File: config.mk
export PLATFORM = sky130hd
export DESIGN_NAME = wb_rr_xbar_flat
export DESIGN_NICKNAME = d
export VERILOG_FILES = /design/src/rtl/wb_rr_xbar_if.sv /design/src/rtl/wb_rr_xbar.sv /design/src/flat_wrapper.sv
export SDC_FILE = /design/constraint.sdc
export NUM_CORES = 1
export LEC_CHECK = 0
export CAP_MARGIN = 0
export CORE_AREA = 2 2 219 221
export CTS_CLUSTER_DIAMETER = 60
export DETAILED_ROUTE_END_ITERATION = 16
export DIE_AREA = 0 0 221 223
export GPL_ROUTABILITY_DRIVEN = 1
export PLACE_DENSITY = 0.42
export SLEW_MARGIN = 20
export SYNTH_ARGS = -nofsm -noshare
export SYNTH_HDL_FRONTEND = slang
export SYNTH_SLANG_ARGS = --single-unit
File: constraint.sdc
create_clock -name clk -period 2.48 [get_ports clk]
set_clock_uncertainty 0.1 [all_clocks]
set_input_delay 0.496 -clock clk [delete_from_list [all_inputs] [get_ports clk]]
set_output_delay 0.496 -clock clk [all_outputs]
set_load 0.02 [all_outputs]
File: src/rtl/wb_rr_xbar_if.sv
// ----------------------------------------------------------------------------
// wb_rr_xbar_if
// Bundles every Wishbone signal around the round-robin crossbar: the NM
// master-side request/response vectors, the NS slave-side strobes, the
// shared slave request fields, and the one-hot grant vector.
//
// Modports
//   slave  : view of the crossbar itself (it is the slave of the bus masters
//            and drives the slave-side request fields).
//   master : view of the environment around the crossbar (the bus masters
//            and the slave devices), the exact mirror of `slave`.
//
// Signals
//   m_cyc_i/m_stb_i/m_we_i [NM]       per-master cycle, strobe, write enable
//   m_addr_i [NM*AW]                   per-master address
//   m_wdata_i [NM*DW]                  per-master write data
//   m_sel_i [NM*DW/8]                  per-master byte select
//   m_rdata_o [NM*DW]                  per-master read data
//   m_ack_o/m_err_o [NM]               per-master acknowledge / error
//   s_cyc_o/s_stb_o [NS]               per-slave cycle / strobe (one-hot or 0)
//   s_we_o, s_addr_o, s_wdata_o,
//   s_sel_o                            shared slave request fields
//   s_rdata_i [NS*DW], s_ack_i [NS]    per-slave read data / acknowledge
//   gnt_o [NM]                         one-hot granted master, 0 when idle
// ----------------------------------------------------------------------------
interface wb_rr_xbar_if #(
    parameter int NM = 3,
    parameter int NS = 5,
    parameter int AW = 32,
    parameter int DW = 32
);
    logic [NM-1:0]      m_cyc_i;
    logic [NM-1:0]      m_stb_i;
    logic [NM-1:0]      m_we_i;
    logic [NM*AW-1:0]   m_addr_i;
    logic [NM*DW-1:0]   m_wdata_i;
    logic [NM*DW/8-1:0] m_sel_i;
    logic [NM*DW-1:0]   m_rdata_o;
    logic [NM-1:0]      m_ack_o;
    logic [NM-1:0]      m_err_o;

    logic [NS-1:0]      s_cyc_o;
    logic [NS-1:0]      s_stb_o;
    logic               s_we_o;
    logic [AW-1:0]      s_addr_o;
    logic [DW-1:0]      s_wdata_o;
    logic [DW/8-1:0]    s_sel_o;
    logic [NS*DW-1:0]   s_rdata_i;
    logic [NS-1:0]      s_ack_i;

    logic [NM-1:0]      gnt_o;

    modport slave (
        input  m_cyc_i, m_stb_i, m_we_i, m_addr_i, m_wdata_i, m_sel_i,
        output m_rdata_o, m_ack_o, m_err_o,
        output s_cyc_o, s_stb_o, s_we_o, s_addr_o, s_wdata_o, s_sel_o,
        input  s_rdata_i, s_ack_i,
        output gnt_o
    );

    modport master (
        output m_cyc_i, m_stb_i, m_we_i, m_addr_i, m_wdata_i, m_sel_i,
        input  m_rdata_o, m_ack_o, m_err_o,
        input  s_cyc_o, s_stb_o, s_we_o, s_addr_o, s_wdata_o, s_sel_o,
        output s_rdata_i, s_ack_i,
        input  gnt_o
    );
endinterface

File: src/rtl/wb_rr_xbar.sv
// ----------------------------------------------------------------------------
// wb_rr_xbar
// Round-robin Wishbone crossbar: NM masters share one slave-side path to NS
// address-decoded slaves. One transaction is in flight at a time. A winner is
// registered in IDLE, the granted master's request is forwarded live during
// BUSY, and the result (ack with read data, or error) is returned for exactly
// one cycle in RESP.
//
// Ports
//   clk  : sole clock, rising edge
//   rst  : synchronous reset, active low
//   bus  : wb_rr_xbar_if.slave, all master/slave bus signals and gnt_o
//
// Parameters
//   NM, NS     : number of masters / slaves (1..8)
//   AW, DW     : address / data width (DW a multiple of 8)
//   SLV_BASE   : slave i base address in [i*AW +: AW]
//   SLV_MASK   : slave i address-compare mask in [i*AW +: AW]
//   TMO        : BUSY cycles allowed before a missing ack becomes an error
//
// state | meaning
// ------+-----------------------------------------------------------------
// IDLE  | no grant; arbitrate among pending requests
// BUSY  | granted master's request presented to the decoded slave
// RESP  | one-cycle ack or error returned to the granted master
// ----------------------------------------------------------------------------
module wb_rr_xbar #(
    parameter int                NM       = 3,
    parameter int                NS       = 5,
    parameter int                AW       = 32,
    parameter int                DW       = 32,
    parameter logic [NS*AW-1:0]  SLV_BASE = {32'h4000_0000, 32'h3000_0000,
                                             32'h2000_0000, 32'h1000_0000,
                                             32'h0000_0000},
    parameter logic [NS*AW-1:0]  SLV_MASK = {5{32'hF000_0000}},
    parameter int                TMO      = 255
) (
    input  logic          clk,
    input  logic          rst,
    wb_rr_xbar_if.slave   bus
);

    localparam int MIW = (NM > 1) ? $clog2(NM) : 1;
    localparam int SIW = (NS > 1) ? $clog2(NS) : 1;
    localparam int SW  = DW / 8;

    typedef enum logic [1:0] {
        S_IDLE = 2'd0,
        S_BUSY = 2'd1,
        S_RESP = 2'd2
    } state_t;

    state_t          r_state;
    state_t          w_state_nxt;

    logic [MIW-1:0]  r_gnt;
    logic [MIW-1:0]  r_last;
    logic [15:0]     r_cnt;
    logic            r_err;
    logic [DW-1:0]   r_rdata;

    logic [NM-1:0]   w_req;
    logic            w_any_req;
    logic [MIW-1:0]  w_win;
    int              w_idx;

    logic            w_gm_cyc;
    logic            w_gm_we;
    logic [AW-1:0]   w_gm_addr;
    logic [DW-1:0]   w_gm_wdata;
    logic [SW-1:0]   w_gm_sel;

    logic            w_hit;
    logic [SIW-1:0]  w_sidx;
    logic            w_sel_ack;
    logic            w_tmo;

    assign w_req     = bus.m_cyc_i & bus.m_stb_i;
    assign w_any_req = |w_req;

    // Search starts just after the last granted master; iterating from the
    // far end backwards lets the closest requester overwrite earlier picks.
    always_comb begin
        w_win = r_last;
        w_idx = 0;
        for (int k = NM; k >= 1; k--) begin
            w_idx = (int'(r_last) + k) % NM;
            if (|(w_req & (NM'(1) << w_idx))) begin
                w_win = MIW'(w_idx);
            end
        end
    end

    // Granted master's request fields, taken live every cycle.
    assign w_gm_cyc   = |(bus.m_cyc_i & (NM'(1) << r_gnt));
    assign w_gm_we    = |(bus.m_we_i  & (NM'(1) << r_gnt));
    assign w_gm_addr  = AW'(bus.m_addr_i  >> (int'(r_gnt) * AW));
    assign w_gm_wdata = DW'(bus.m_wdata_i >> (int'(r_gnt) * DW));
    assign w_gm_sel   = SW'(bus.m_sel_i   >> (int'(r_gnt) * SW));

    // Address decode; descending loop so the lowest-indexed hit wins.
    always_comb begin
        w_hit  = 1'b0;
        w_sidx = '0;
        for (int i = NS - 1; i >= 0; i--) begin
            if ((w_gm_addr & SLV_MASK[i*AW +: AW]) ==
                (SLV_BASE[i*AW +: AW] & SLV_MASK[i*AW +: AW])) begin
                w_hit  = 1'b1;
                w_sidx = SIW'(i);
            end
        end
    end

    assign w_sel_ack = w_hit & |(bus.s_ack_i & (NS'(1) << w_sidx));
    // Counter holds the number of completed BUSY cycles, so the TMO-th
    // BUSY cycle is the one where it still reads TMO-1.
    assign w_tmo     = (r_cnt == 16'(TMO - 1));

    always_ff @(posedge clk) begin
        if (!rst) begin
            r_state <= S_IDLE;
        end else begin
            r_state <= w_state_nxt;
        end
    end

    // Ack takes priority over both abort and timeout.
    always_comb begin
        w_state_nxt = r_state;
        case (r_state)
            S_IDLE: begin
                if (w_any_req) begin
                    w_state_nxt = S_BUSY;
                end
            end
            S_BUSY: begin
                if (w_sel_ack) begin
                    w_state_nxt = S_RESP;
                end else if (!w_gm_cyc) begin
                    w_state_nxt = S_IDLE;
                end else if (!w_hit || w_tmo) begin
                    w_state_nxt = S_RESP;
                end
            end
            S_RESP: begin
                w_state_nxt = S_IDLE;
            end
            default: begin
                w_state_nxt = S_IDLE;
            end
        endcase
    end

    always_ff @(posedge clk) begin
        if (!rst) begin
            r_gnt   <= '0;
            r_last  <= MIW'(NM - 1);
            r_cnt   <= '0;
            r_err   <= 1'b0;
            r_rdata <= '0;
        end else begin
            case (r_state)
                S_IDLE: begin
                    if (w_any_req) begin
                        r_gnt <= w_win;
                        r_cnt <= '0;
                    end
                end
                S_BUSY: begin
                    r_cnt <= r_cnt + 16'd1;
                    if (w_sel_ack) begin
                        r_err   <= 1'b0;
                        r_rdata <= DW'(bus.s_rdata_i >> (int'(w_sidx) * DW));
                    end else if (!w_gm_cyc) begin
                        r_last  <= r_gnt;
                    end else if (!w_hit || w_tmo) begin
                        r_err   <= 1'b1;
                        r_rdata <= '0;
                    end
                end
                S_RESP: begin
                    r_last <= r_gnt;
                end
                default: begin
                end
            endcase
        end
    end

    // Outputs decode from registered state, so a reset edge forces them all
    // to zero in the same cycle.
    always_comb begin
        bus.s_cyc_o   = '0;
        bus.s_stb_o   = '0;
        bus.s_we_o    = 1'b0;
        bus.s_addr_o  = '0;
        bus.s_wdata_o = '0;
        bus.s_sel_o   = '0;
        bus.gnt_o     = '0;
        bus.m_ack_o   = '0;
        bus.m_err_o   = '0;
        bus.m_rdata_o = '0;

        if (r_state != S_IDLE) begin
            bus.gnt_o = NM'(1) << r_gnt;
        end

        if (r_state == S_BUSY) begin
            bus.s_we_o    = w_gm_we;
            bus.s_addr_o  = w_gm_addr;
            bus.s_wdata_o = w_gm_wdata;
            bus.s_sel_o   = w_gm_sel;
            if (w_hit) begin
                bus.s_cyc_o = NS'(1) << w_sidx;
                bus.s_stb_o = NS'(1) << w_sidx;
            end
        end

        if (r_state == S_RESP) begin
            if (r_err) begin
                bus.m_err_o = NM'(1) << r_gnt;
            end else begin
                bus.m_ack_o   = NM'(1) << r_gnt;
                bus.m_rdata_o = (NM*DW)'(r_rdata) << (int'(r_gnt) * DW);
            end
        end
    end

endmodule

File: src/flat_wrapper.sv
// flat-port wrapper written by rule: the top's interface ports become plain ports
module wb_rr_xbar_flat 
#(
    parameter int                NM       = 3,
    parameter int                NS       = 5,
    parameter int                AW       = 32,
    parameter int                DW       = 32,
    parameter logic [NS*AW-1:0]  SLV_BASE = {32'h4000_0000, 32'h3000_0000,
                                             32'h2000_0000, 32'h1000_0000,
                                             32'h0000_0000},
    parameter logic [NS*AW-1:0]  SLV_MASK = {5{32'hF000_0000}},
    parameter int                TMO      = 255
)
  (clk, rst, bus_m_cyc_i, bus_m_stb_i, bus_m_we_i, bus_m_addr_i, bus_m_wdata_i, bus_m_sel_i, bus_m_rdata_o, bus_m_ack_o, bus_m_err_o, bus_s_cyc_o, bus_s_stb_o, bus_s_we_o, bus_s_addr_o, bus_s_wdata_o, bus_s_sel_o, bus_s_rdata_i, bus_s_ack_i, bus_gnt_o);
  wb_rr_xbar_if #(.NM(NM), .NS(NS), .AW(AW), .DW(DW)) bus_i ();
  input  logic clk;
  input  logic rst;
  input wire logic [$bits(bus_i.m_cyc_i)-1:0] bus_m_cyc_i;
  input wire logic [$bits(bus_i.m_stb_i)-1:0] bus_m_stb_i;
  input wire logic [$bits(bus_i.m_we_i)-1:0] bus_m_we_i;
  input wire logic [$bits(bus_i.m_addr_i)-1:0] bus_m_addr_i;
  input wire logic [$bits(bus_i.m_wdata_i)-1:0] bus_m_wdata_i;
  input wire logic [$bits(bus_i.m_sel_i)-1:0] bus_m_sel_i;
  output wire logic [$bits(bus_i.m_rdata_o)-1:0] bus_m_rdata_o;
  output wire logic [$bits(bus_i.m_ack_o)-1:0] bus_m_ack_o;
  output wire logic [$bits(bus_i.m_err_o)-1:0] bus_m_err_o;
  output wire logic [$bits(bus_i.s_cyc_o)-1:0] bus_s_cyc_o;
  output wire logic [$bits(bus_i.s_stb_o)-1:0] bus_s_stb_o;
  output wire logic [$bits(bus_i.s_we_o)-1:0] bus_s_we_o;
  output wire logic [$bits(bus_i.s_addr_o)-1:0] bus_s_addr_o;
  output wire logic [$bits(bus_i.s_wdata_o)-1:0] bus_s_wdata_o;
  output wire logic [$bits(bus_i.s_sel_o)-1:0] bus_s_sel_o;
  input wire logic [$bits(bus_i.s_rdata_i)-1:0] bus_s_rdata_i;
  input wire logic [$bits(bus_i.s_ack_i)-1:0] bus_s_ack_i;
  output wire logic [$bits(bus_i.gnt_o)-1:0] bus_gnt_o;
  assign bus_i.m_cyc_i = bus_m_cyc_i;
  assign bus_i.m_stb_i = bus_m_stb_i;
  assign bus_i.m_we_i = bus_m_we_i;
  assign bus_i.m_addr_i = bus_m_addr_i;
  assign bus_i.m_wdata_i = bus_m_wdata_i;
  assign bus_i.m_sel_i = bus_m_sel_i;
  assign bus_m_rdata_o = bus_i.m_rdata_o;
  assign bus_m_ack_o = bus_i.m_ack_o;
  assign bus_m_err_o = bus_i.m_err_o;
  assign bus_s_cyc_o = bus_i.s_cyc_o;
  assign bus_s_stb_o = bus_i.s_stb_o;
  assign bus_s_we_o = bus_i.s_we_o;
  assign bus_s_addr_o = bus_i.s_addr_o;
  assign bus_s_wdata_o = bus_i.s_wdata_o;
  assign bus_s_sel_o = bus_i.s_sel_o;
  assign bus_i.s_rdata_i = bus_s_rdata_i;
  assign bus_i.s_ack_i = bus_s_ack_i;
  assign bus_gnt_o = bus_i.gnt_o;
  wb_rr_xbar #(.NM(NM), .NS(NS), .AW(AW), .DW(DW), .SLV_BASE(SLV_BASE), .SLV_MASK(SLV_MASK), .TMO(TMO)) u_core (.clk(clk), .rst(rst), .bus(bus_i));
endmodule
==> metrics <==
hold slack=420 ps; CP arrival=2670 ps; GP Congestion=around 0.9; Ys Warns=0; clock buffer count from CTS=5; FMAX=around 390 MHz; Post-Route WL=53,100 um; starting density of the core=0.137; Max VDD drop=around 0.23 mV; first-pass GRT wire length=roughly 72,000 um; initial antenna violation count=11; Area Overhead vs Synth=150%; register area share after synthesis=0.170; period utilization=1.05; Worst Hold Launch=u_core.r_last[0]$_SDFFE_PN0P_; Worst Hold Class=reg -> reg; relative slew slack=0.732; Port Buffers=about 560; RSZ-0062 raised after global routing=true; share of layout cells above drive strength 1=0.355; Worst-Margin Slew=399 ps; htree depth=2; Post-synth ARST share=0; CTS Root Cell=clkbuf_16; DR WL/cell=between 20 and 25 um; pwr dens=between 500 and 600 nW/um2; Finished Cell Area=around 16,000 um2; Die X=221 um; CP Class=reg -> reg; crit path from=u_core.r_gnt[1]$_SDFFE_PN0P_; die height=roughly 220 um; Hold Fails Final Rpt=0; failing checks=negative setup slack; Filler cells=5,025; DP Area=14,100 um2; Lkg Pwr=6.48 nW; largest net degree at the start of global routing=43; TritonCTS sink count=55; Worst setup SP type=flip-flop; Yosys cell types=55; Mean Syn Cell Area=6.57 um2; Detailed Place HPWL=42,700 um; number of global-route vias before repair=10,200; DRT Pass-1 Iters=5; Worst Setup End Kind=flip-flop; RR Startpoint=u_core.r_gnt[1]$_SDFFE_PN0P_; Tmin final=2600 ps; Final nets=2,066; Iter 0 DRT Violations=499; DR DRC count=0; Die Area=49,300 um2; worst skew pair latency=290 ps; fin util=0.344; CTS tree=built; CP max FO=8; Rows=80; Clock Pin Slew Worst Setup and Hold Paths=70 ps; Net Count, Synth=1,376; flop-to-flop setup slack=-120 ps; synthesized area=6480 um2; Seq cells post-synth=55; Routed Antenna Nets=0; vias per inst=approximately 4.4; Post-Synthesis Cells=987; Final Setup Violations=84; I/O pins=about 560; Slew Limit Fails=0; CORE AREA=47,100 um2; final setup margin=-117 ps; worst-case clock buffer depth=2; multi-input logic area=between 6000 and 7000 um2; MaxCap Viol Count=0; Setup TNS=-4160 ps; Post-CTS Hold Fix Bufs=0; GRT Util Overall=0.199; PnR Total Power=8.34 mW; sequential cell area=1110 um2; Synth Flop Type=dfxtp_1; WP data required=2560 ps; gr ovfl total=0; DR vias=10,000; number of flops mapped to enable cells by yosys=0; status=finished, violations left
[Yosys cell counts, types with 8 or more instances]
master	n	share of area
or3_1	16	0.015
and2_1	96	0.093
mux2i_1	77	0.12
nand4_1	9	0.0087
xor2_1	12	0.016
o221ai_1	22	0.030
dfxtp_1	55	0.17
a21oi_1	112	0.087
buf_4	9	0.010
a21o_1	25	0.029
o21ai_0	15	0.012
ha_1	9	0.017
nor2_1	161	0.093
nor3_1	8	0.0062
buf_1	8	0.0046
inv_1	8	0.0046
nand3_1	67	0.052
clkbuf_1	62	0.036
nand2_1	104	0.060
and3_1	12	0.012
o21a_1	29	0.034
[per-stage QoR]
stage               setup WS [ps]  instances
floorplan                   -29.4        987
CTS                          -172       2260
detailed placement           -659       2200
global placement             -636       2200
global route                 -225       2298
finish                       -117       2298
[power by group]
| part | switching, mW | leakage [nW] | internal, mW |
|---|---|---|---|
| clock network | 0.329 | 0.0741 | 0.406 |
| logic | 3.21 | 5.96 | 3.34 |
| registers | 0.111 | 0.446 | 0.948 |
[path summary, 6_finish.rpt]
| check | to | depth (start not counted) |
|---|---|---|
| worst max register to register | u_core.r_rdata[22]$_SDFFE_PN0P_ | 12 |
| worst max-delay path | u_core.r_rdata[22]$_SDFFE_PN0P_ | 12 |
| worst min register to register | u_core.r_last[0]$_SDFFE_PN0P_ | 2 |
| worst min-delay path | u_core.r_last[0]$_SDFFE_PN0P_ | 2 |
[sequential cells by signal (all words and copies together) (netlist names)]
signal and cells:
u_core.r_last 2, u_core.r_err 1, u_core.r_cnt 16, u_core.r_rdata 32, u_core.r_state 2, u_core.r_gnt 2
[logic make-up (layout without fill, tap and decap cells)]
group                      Yosys count  after routing  synth area share
xor gates and xnor gates            14             14            0.0189
DFF                                 55             55             0.170
other                                0              5                 0
adders and majority gates            9              9            0.0174
and+or+nand+nor                    499            499             0.369
AOI/OAI and AO/OA                  237            237             0.240
muxes                               78             78             0.121
buffers and inverters               95            786            0.0637
[worst max-delay path, cell delays in order, from the launching register on]
cell       delay, ps
dfxtp_4          380
buf_12           140
mux2i_4          200
a2bb2oi_4        180
buf_6            140
nor4_4           340
nor3b_4          100
o31ai_4          260
buf_12           190
buf_12           110
buf_12           110
a21o_1           150
a21oi_1           80
[timing repair]
item,CTS,global route
gates resized for setup,700,367
setup endpoints to repair,226,214
pin swaps,32,63
setup buffers,43,39
gates cloned,11,12
[layout by cell type (no fill, tap or decap), types with 6 or more instances in the layout]
cell             instances
clkdlybuf4s50_1        370
buf_4                  188
nor2_1                 135
nand2_1                 95
buf_6                   87
a21oi_1                 73
mux2i_1                 65
and2_1                  59
buf_12                  59
dfxtp_1                 52
nand3_1                 48
and2_4                  38
a21oi_2                 37
o21a_1                  27
a21o_1                  25
buf_2                   25
nor2_2                  20
clkbuf_16               17
o21ai_0                 13
xor2_1                  12
dlygate4sd2_1           12
nand3_4                 11
o221ai_2                11
or3_1                   11
o221ai_1                10
nand4_1                  9
and3_1                   8
nand3_2                  8
inv_1                    7
mux2i_4                  7
ha_1                     7
nand2_2                  6
nor2_4                   6
buf_16                   6
[metal layers]
metal  track usage  share of wire  up-vias
met4        0.0639          0.030        2
met1         0.193           0.35     4696
met5             0        0.00024        -
li1              -              -     4830
met3        0.0493          0.064       52
met2         0.403           0.56      437
[cell type report]
cell class / instances / area share
Sequential cell: 55 / 0.0685
Antenna cell: 5 / 0.000772
Multi-Input combinational cell: 837 / 0.374
Tap cell: 615 / 0.0475
Clock buffer: 7 / 0.00880
Timing Repair Buffer: 770 / 0.498
Clock inverter: 1 / 0.000540
Inverter: 8 / 0.00193
Power figures use the tool's default switching activity.
